$ cat src/rtl/prog_loader_pkg.sv
// Shared types and constants for the boot-time program loader.
// Latency: n/a. Backpressure: n/a.
package loader_pkg;

    typedef enum logic [1:0] {
        S_LEN,
        S_DATA,
        S_ACK,
        S_RUN
    } state_t;

    localparam logic [7:0] ACK_OK_DEF  = 8'hAA;
    localparam logic [7:0] ACK_ERR_DEF = 8'h55;

    // Byte address of word idx; wraps modulo 2^32.
    function automatic logic [31:0] word_addr(input logic [31:0] base, input logic [31:0] idx);
        return base + (idx << 2);
    endfunction

endpackage

$ cat src/rtl/prog_loader_byte_packer.sv
// Assembles four bytes little-endian into one 32-bit word; word_valid fires with the 4th byte.
// Latency: combinational on the completing byte. Backpressure: none, every in_valid is consumed.
module byte_packer (
    input  logic        clk,
    input  logic        rstn,
    input  logic        clr,
    input  logic        in_valid,
    input  logic [7:0]  in_byte,
    output logic        word_valid,
    output logic [31:0] word
);

    logic [1:0]  byte_cnt;
    logic [23:0] asm_q;

    always_ff @(posedge clk) begin
        if (!rstn || clr) begin
            byte_cnt <= '0;
            asm_q    <= '0;
        end else if (in_valid) begin
            byte_cnt <= byte_cnt + 2'd1;
            case (byte_cnt)
                2'd0:    asm_q[7:0]   <= in_byte;
                2'd1:    asm_q[15:8]  <= in_byte;
                2'd2:    asm_q[23:16] <= in_byte;
                default: ;
            endcase
        end
    end

    // The top byte bypasses the register so the word is usable in the same cycle.
    assign word_valid = in_valid && !clr && (byte_cnt == 2'd3);
    assign word       = {in_byte, asm_q};

endmodule

$ cat src/rtl/prog_loader.sv
// Loads a length-prefixed UART image into memory, acknowledges it, then releases the core.
// Latency: mem_we one cycle after the word's 4th byte. Backpressure: none on rx; ACK waits for tx_busy low.
module prog_loader
    import loader_pkg::*;
#(
    parameter logic [31:0] BASE_ADDR = 32'h0000_0000,
    parameter logic [31:0] MAX_WORDS = 32'd4096,
    parameter logic [7:0]  ACK_OK    = ACK_OK_DEF,
    parameter logic [7:0]  ACK_ERR   = ACK_ERR_DEF
) (
    input  logic        clk,
    input  logic        rstn,
    input  logic        rx_valid,
    input  logic [7:0]  rx_data,
    input  logic        tx_busy,
    output logic        tx_start,
    output logic [7:0]  tx_data,
    output logic        mem_we,
    output logic [31:0] mem_adr,
    output logic [31:0] mem_wdata,
    output logic        core_rstn,
    output logic        load_done,
    output logic        load_err
);

    state_t      state, state_n;
    logic [31:0] len, len_n;
    logic [31:0] word_cnt, word_cnt_n, word_cnt_inc;
    logic        mem_we_n;
    logic [31:0] mem_adr_n, mem_wdata_n;
    logic        load_err_n;
    logic        released, released_n;

    logic        pk_in_valid, pk_clr, pk_valid;
    logic [31:0] pk_word;

    // Bytes arriving after the image (ACK/RUN) never reach the packer.
    assign pk_in_valid = rx_valid && ((state == S_LEN) || (state == S_DATA));
    assign pk_clr      = (state == S_ACK) || (state == S_RUN);

    byte_packer u_packer (
        .clk        (clk),
        .rstn       (rstn),
        .clr        (pk_clr),
        .in_valid   (pk_in_valid),
        .in_byte    (rx_data),
        .word_valid (pk_valid),
        .word       (pk_word)
    );

    assign word_cnt_inc = word_cnt + 32'd1;

    always_ff @(posedge clk) begin
        if (!rstn) begin
            state     <= S_LEN;
            len       <= '0;
            word_cnt  <= '0;
            mem_we    <= 1'b0;
            mem_adr   <= BASE_ADDR;
            mem_wdata <= '0;
            load_err  <= 1'b0;
            released  <= 1'b0;
        end else begin
            state     <= state_n;
            len       <= len_n;
            word_cnt  <= word_cnt_n;
            mem_we    <= mem_we_n;
            mem_adr   <= mem_adr_n;
            mem_wdata <= mem_wdata_n;
            load_err  <= load_err_n;
            released  <= released_n;
        end
    end

    always_comb begin
        state_n     = state;
        len_n       = len;
        word_cnt_n  = word_cnt;
        mem_we_n    = 1'b0;
        mem_adr_n   = mem_adr;
        mem_wdata_n = mem_wdata;
        load_err_n  = load_err;
        released_n  = released;
        tx_start    = 1'b0;

        case (state)
            S_LEN: begin
                if (pk_valid) begin
                    len_n      = pk_word;
                    word_cnt_n = '0;
                    if (pk_word == 32'd0) begin
                        state_n = S_ACK;
                    end else begin
                        if (pk_word > MAX_WORDS) load_err_n = 1'b1;
                        state_n = S_DATA;
                    end
                end
            end
            S_DATA: begin
                if (pk_valid) begin
                    // Overflow words are consumed but never written.
                    if (word_cnt < MAX_WORDS) begin
                        mem_we_n    = 1'b1;
                        mem_wdata_n = pk_word;
                        mem_adr_n   = word_addr(BASE_ADDR, word_cnt);
                    end
                    word_cnt_n = word_cnt_inc;
                    if (word_cnt_inc == len) state_n = S_ACK;
                end
            end
            S_ACK: begin
                if (!tx_busy) begin
                    tx_start   = 1'b1;
                    released_n = 1'b1;
                    state_n    = S_RUN;
                end
            end
            S_RUN: ;
            default: state_n = S_LEN;
        endcase
    end

    assign tx_data   = ((state == S_ACK) || (state == S_RUN)) ? (load_err ? ACK_ERR : ACK_OK) : 8'h00;
    assign core_rstn = released;
    assign load_done = released;

endmodule

$ cat config.mk
export PLATFORM = sky130hd
export DESIGN_NAME = prog_loader
export DESIGN_NICKNAME = d
export VERILOG_FILES = /design/src/rtl/prog_loader_pkg.sv /design/src/rtl/prog_loader_byte_packer.sv /design/src/rtl/prog_loader.sv
export SDC_FILE = /design/constraint.sdc
export NUM_CORES = 1
export LEC_CHECK = 0
export CORE_MARGIN = 4
export CORE_UTILIZATION = 35
export DETAILED_ROUTE_END_ITERATION = 16
export REMOVE_ABC_BUFFERS = 1
export SKIP_CTS_REPAIR_TIMING = 1
export SYNTH_ARGS = -nofsm -noshare
export SYNTH_HDL_FRONTEND = slang
export SYNTH_SLANG_ARGS = --single-unit
$ cat constraint.sdc
create_clock -name clk -period 4.5 [get_ports clk]
set_input_delay 0.45 -clock clk [delete_from_list [all_inputs] [get_ports clk]]
set_output_delay 0.45 -clock clk [all_outputs]
set_load 0.005 [all_outputs]
==> implementation parameters <==
Parameter                              Value

Status
  Outcome    finished, final reports clean

Routing
  WL final    19700 um
  Count of antenna-violating nets left after detailed routing    0
  Starting DRC count in detailed routing    479
  Remaining DRCs    0
  Vias per cell    about 5.1
  Vias post-DR    6353
  Pre-Repair DR Iteration Count    6
  Average wire length per cell after detail routing    15.8 um

Synthesis
  Distinct cell type count after synthesis    50
  Number of enable flip-flop cells after synthesis    0
  Mux contribution to synthesized area    0.674%
  Async S/R FF share, synth    0%
  Count of state elements after synthesis    157
  Share of synthesized area occupied by flip-flops and latches    42.3%
  Xor-xnor portion of the synthesized cell area    5.66%
  Main combinational cell family by area after synthesis    simple AND/OR/NAND/NOR gates
  Yosys Warn Count    0
  Avg Cell Area, Syn    ~8 um^2
  Complex-gate fraction of the synthesized area    16.2%
  Most instantiated library cell after synthesis    sky130_fd_sc_hd__nand2_1
  Flip-flop cell with the highest count after synthesis    sky130_fd_sc_hd__dfxtp_1
  Top-area cell type share of the netlist area    42.3%
  Most used standard cells in the synthesized netlist    sky130_fd_sc_hd__nand2_1 (223), sky130_fd_sc_hd__dfxtp_1 (157), sky130_fd_sc_hd__a21boi_0 (78)
  Simple-gate portion of the synthesized area    28.2%
  Arithmetic-cell share of the synthesized area counting full adders, half adders and majority gates    1.84%
  Area leader, netlist    sky130_fd_sc_hd__dfxtp_1
  Most area-consuming cells after synthesis    sky130_fd_sc_hd__dfxtp_1 (42%), sky130_fd_sc_hd__nand2_1 (11%), sky130_fd_sc_hd__a21boi_0 (7.9%)
  Syn Std Cell Area    7430 um^2
  Cells after synthesis    925

Placed design
  IO Port Bufs    86
  Half-perimeter wire length of the detailed placement result    13200 um
  Number of placed instances with taps included    1219
  Post-place setup slack    between 1000 and 1500 ps
  Placer congestion estimate    approximately 0.85

Floorplan
  Die boundary height    154 um
  Die ar.    ~24000 um^2
  Width of the chip    154 um
  Starting density of the core    a little over a third
  Placement row count    53
  IO Count    89
  Area of the placeable core    ~21000 um^2

Global route
  Sum of overflow across all layers after global routing    0
  Via count of the first global-routing pass    6193
  GRT Util Overall    16.8%
  First-pass GRT wire length    ~33000 um
  Pin count of the biggest net entering global routing    69
  Initial antenna violation count    0

Power and ir drop
  Switching share of power    26.3%
  Int Pwr    2.38 mW
  Power density over the cells    360 nW/um^2
  Post-route total power    ~3.2 mW
  Worst-case vdd ir drop    roughly 0.00032 V
  Psw    0.852 mW
  Sequential share of power    a little under half
  Comb pwr share    9.3%
  Static leakage    ~3.0 nW
  Relative contribution of the clock network to total power    roughly 46%

CTS
  Clock transition time at the flip-flop clock pins of the worst setup and hold paths    ~70 ps
  Number of sinks handled by clock tree synthesis    between 150 and 200
  Clk Latency, worst-skew pair    approximately 420 ps
  Bufs on Longest Clock Path    2
  Number of buffers inserted during clock tree synthesis    17
  Clk root buf    sky130_fd_sc_hd__clkbuf_16
  Clock tree from TritonCTS    yes
  Count of H-tree levels built during CTS    4

Worst setup path
  Chain of cells forming the critical path    ha_1 -> nand3_1 -> o21a_1 -> a2111oi_0 -> nand4_1 -> or4_1 -> nor4_1 -> a31oi_1 -> mux2i_1
  Worst R2R End    state[0]
  Slowest stage delay, CP    roughly 530 ps
  Highest net fanout along the worst path    12
  Number of cells traversed by the worst register-to-register path    9
  Type of element launching the critical path    flip-flop
  Critical path capture point type    flip-flop
  Reg-to-reg startpoint    word_cnt[0]
  Data required, critical path    4800 ps
  Data arrival at the endpoint of the critical path    3600 ps
  Library cell contributing the largest single delay on the critical path    sky130_fd_sc_hd__ha_1
  Startpoint-to-endpoint class of the critical path    flip-flop to flip-flop
  R2R Setup Slk    1200 ps

STA
  Final setup fails    0
  PnR worst setup slack    1200 ps
  Number of pins with negative max-slew slack in the final report    0
  Unrepaired setup endpoints after global routing    false
  Number of endpoints with negative hold slack in the final report    0
  Fmax    303 MHz
  Setup Skew    about 9.6 ps
  Transition time of the tightest slew-check pin    1100 ps
  Final worst path period need    3300 ps
  Worst max-slew margin expressed relative to the limit    26.2%
  Final period utilization    73.3%

Job
  Number of max-cap violations    0

Worst hold path
  Startpoint of the tightest hold check path    mem_wdata[23]
  Min-delay worst type    flip-flop to flip-flop
  Worst hold path depth    2
  Hold endpoint    mem_wdata[23]

Cells and area
  Number of antenna repair diodes    0
  Ratio of cells with drive above 1 in the final layout    under 10%
  Layout overhead on the synthesized area    21.1%
  Number of nets at the end of the flow    985
  Utilization of the core after routing    42.9%
  Count of non-filler cells in the finished layout    between 1000 and 1500
## worst max path at each step
stage                 from           to  depth (start not counted)
3_3_place_gp   word_cnt[0]     state[0]                          9
2_1_floorplan     state[1]  mem_adr[10]                          9
5_1_grt        word_cnt[0]     state[0]                          9
6_report       word_cnt[0]     state[0]                          9
3_5_place_dp   word_cnt[0]     state[0]                          9
4_1_cts        word_cnt[0]     state[0]                          9
## cells in the final DEF (no fill, tap or decap), types with 3 or more instances in the layout
cell	n
sky130_fd_sc_hd__o21ai_0	14
sky130_fd_sc_hd__a21boi_0	78
sky130_fd_sc_hd__a21oi_1	55
sky130_fd_sc_hd__a21boi_1	3
sky130_fd_sc_hd__nor3b_1	3
sky130_fd_sc_hd__mux2i_1	5
sky130_fd_sc_hd__clkdlybuf4s50_1	85
sky130_fd_sc_hd__dfxtp_1	157
sky130_fd_sc_hd__nand3_1	42
sky130_fd_sc_hd__ha_1	10
sky130_fd_sc_hd__nor2b_1	27
sky130_fd_sc_hd__nand2_1	223
sky130_fd_sc_hd__clkbuf_16	17
sky130_fd_sc_hd__xnor2_1	39
sky130_fd_sc_hd__nor2_1	20
sky130_fd_sc_hd__or2_2	3
sky130_fd_sc_hd__and2_1	8
sky130_fd_sc_hd__and3_1	23
sky130_fd_sc_hd__nand4_1	18
sky130_fd_sc_hd__xor2_1	9
sky130_fd_sc_hd__nor3_1	28
sky130_fd_sc_hd__inv_1	10
sky130_fd_sc_hd__nor4_1	18
sky130_fd_sc_hd__o21a_1	20
sky130_fd_sc_hd__or4_1	3
sky130_fd_sc_hd__buf_4	9
sky130_fd_sc_hd__clkinv_4	5
## layer usage
metal  GRT usage, %  vias up  share of wire, %
li1               -     3216                 -
met1           23.5     2947                49
met4           5.76        0               1.9
met5              0        -                 0
met2           25.7      161                44
met3           3.91       29               4.6
## through the flow
| stage | hold slack [ps] | cell area, um^2 | setup TNS, ps |
|---|---|---|---|
| 3_5_place_dp | 452 | 8390 | 0 |
| 6_report | 458 | 9000 | 0 |
| 3_3_place_gp | 438 | 8390 | 0 |
| 5_1_grt | 484 | 9000 | 0 |
| 2_1_floorplan | 447 | 7090 | -70550 |
| 4_1_cts | 465 | 9000 | 0 |
## power by group through the flow
stage               clock [mW]  combinational, mW  sequential, mW
floorplan                    0              0.190            1.48
global placement             0              0.298            1.49
detailed placement           0              0.299            1.49
CTS                       1.51              0.301            1.46
global route              1.57              0.340            1.46
finish                    1.48              0.300            1.46
## worst max-delay path, delay by kind of cell (launching register included)
kind / cells / cell delay [ps]
flip-flops: 1 / 500
multiplexers: 1 / 160
adder cells (fa/ha/maj): 1 / 530
AO/OA/AOI/OAI: 3 / 910
AND/OR/NAND/NOR: 4 / 1060
## cell type report
class	count	area, um^2
flip-flops and latches	157	3140
clock inverters	13	156
fillers	2153	12000
clock buffers	19	453
inverters	10	37.5
well taps	275	344
repair buffers	95	938
multi-input cells	682	3920
## logic make-up (layout without fill, tap and decap cells)
group | after synthesis | after routing
buffers and inverters | 87 | 137
and+or+nand+nor | 434 | 434
adders and majority gates | 11 | 11
other | 1 | 2
muxes | 5 | 5
DFF | 157 | 157
AOI/OAI and AO/OA | 182 | 182
xor gates and xnor gates | 48 | 48
## registers in the layout (all words and copies together), names as in the netlist
| name | flops |
|---|---|
| word_cnt | 32 |
| mem_adr | 30 |
| mem_wdata | 32 |
| core_rstn | 1 |
| state | 2 |
| u_packer.asm_q | 24 |
| len | 32 |
| load_err | 1 |
| u_packer.byte_cnt | 2 |
| mem_we | 1 |
Note: power is estimated with default switching activity, not from simulation.
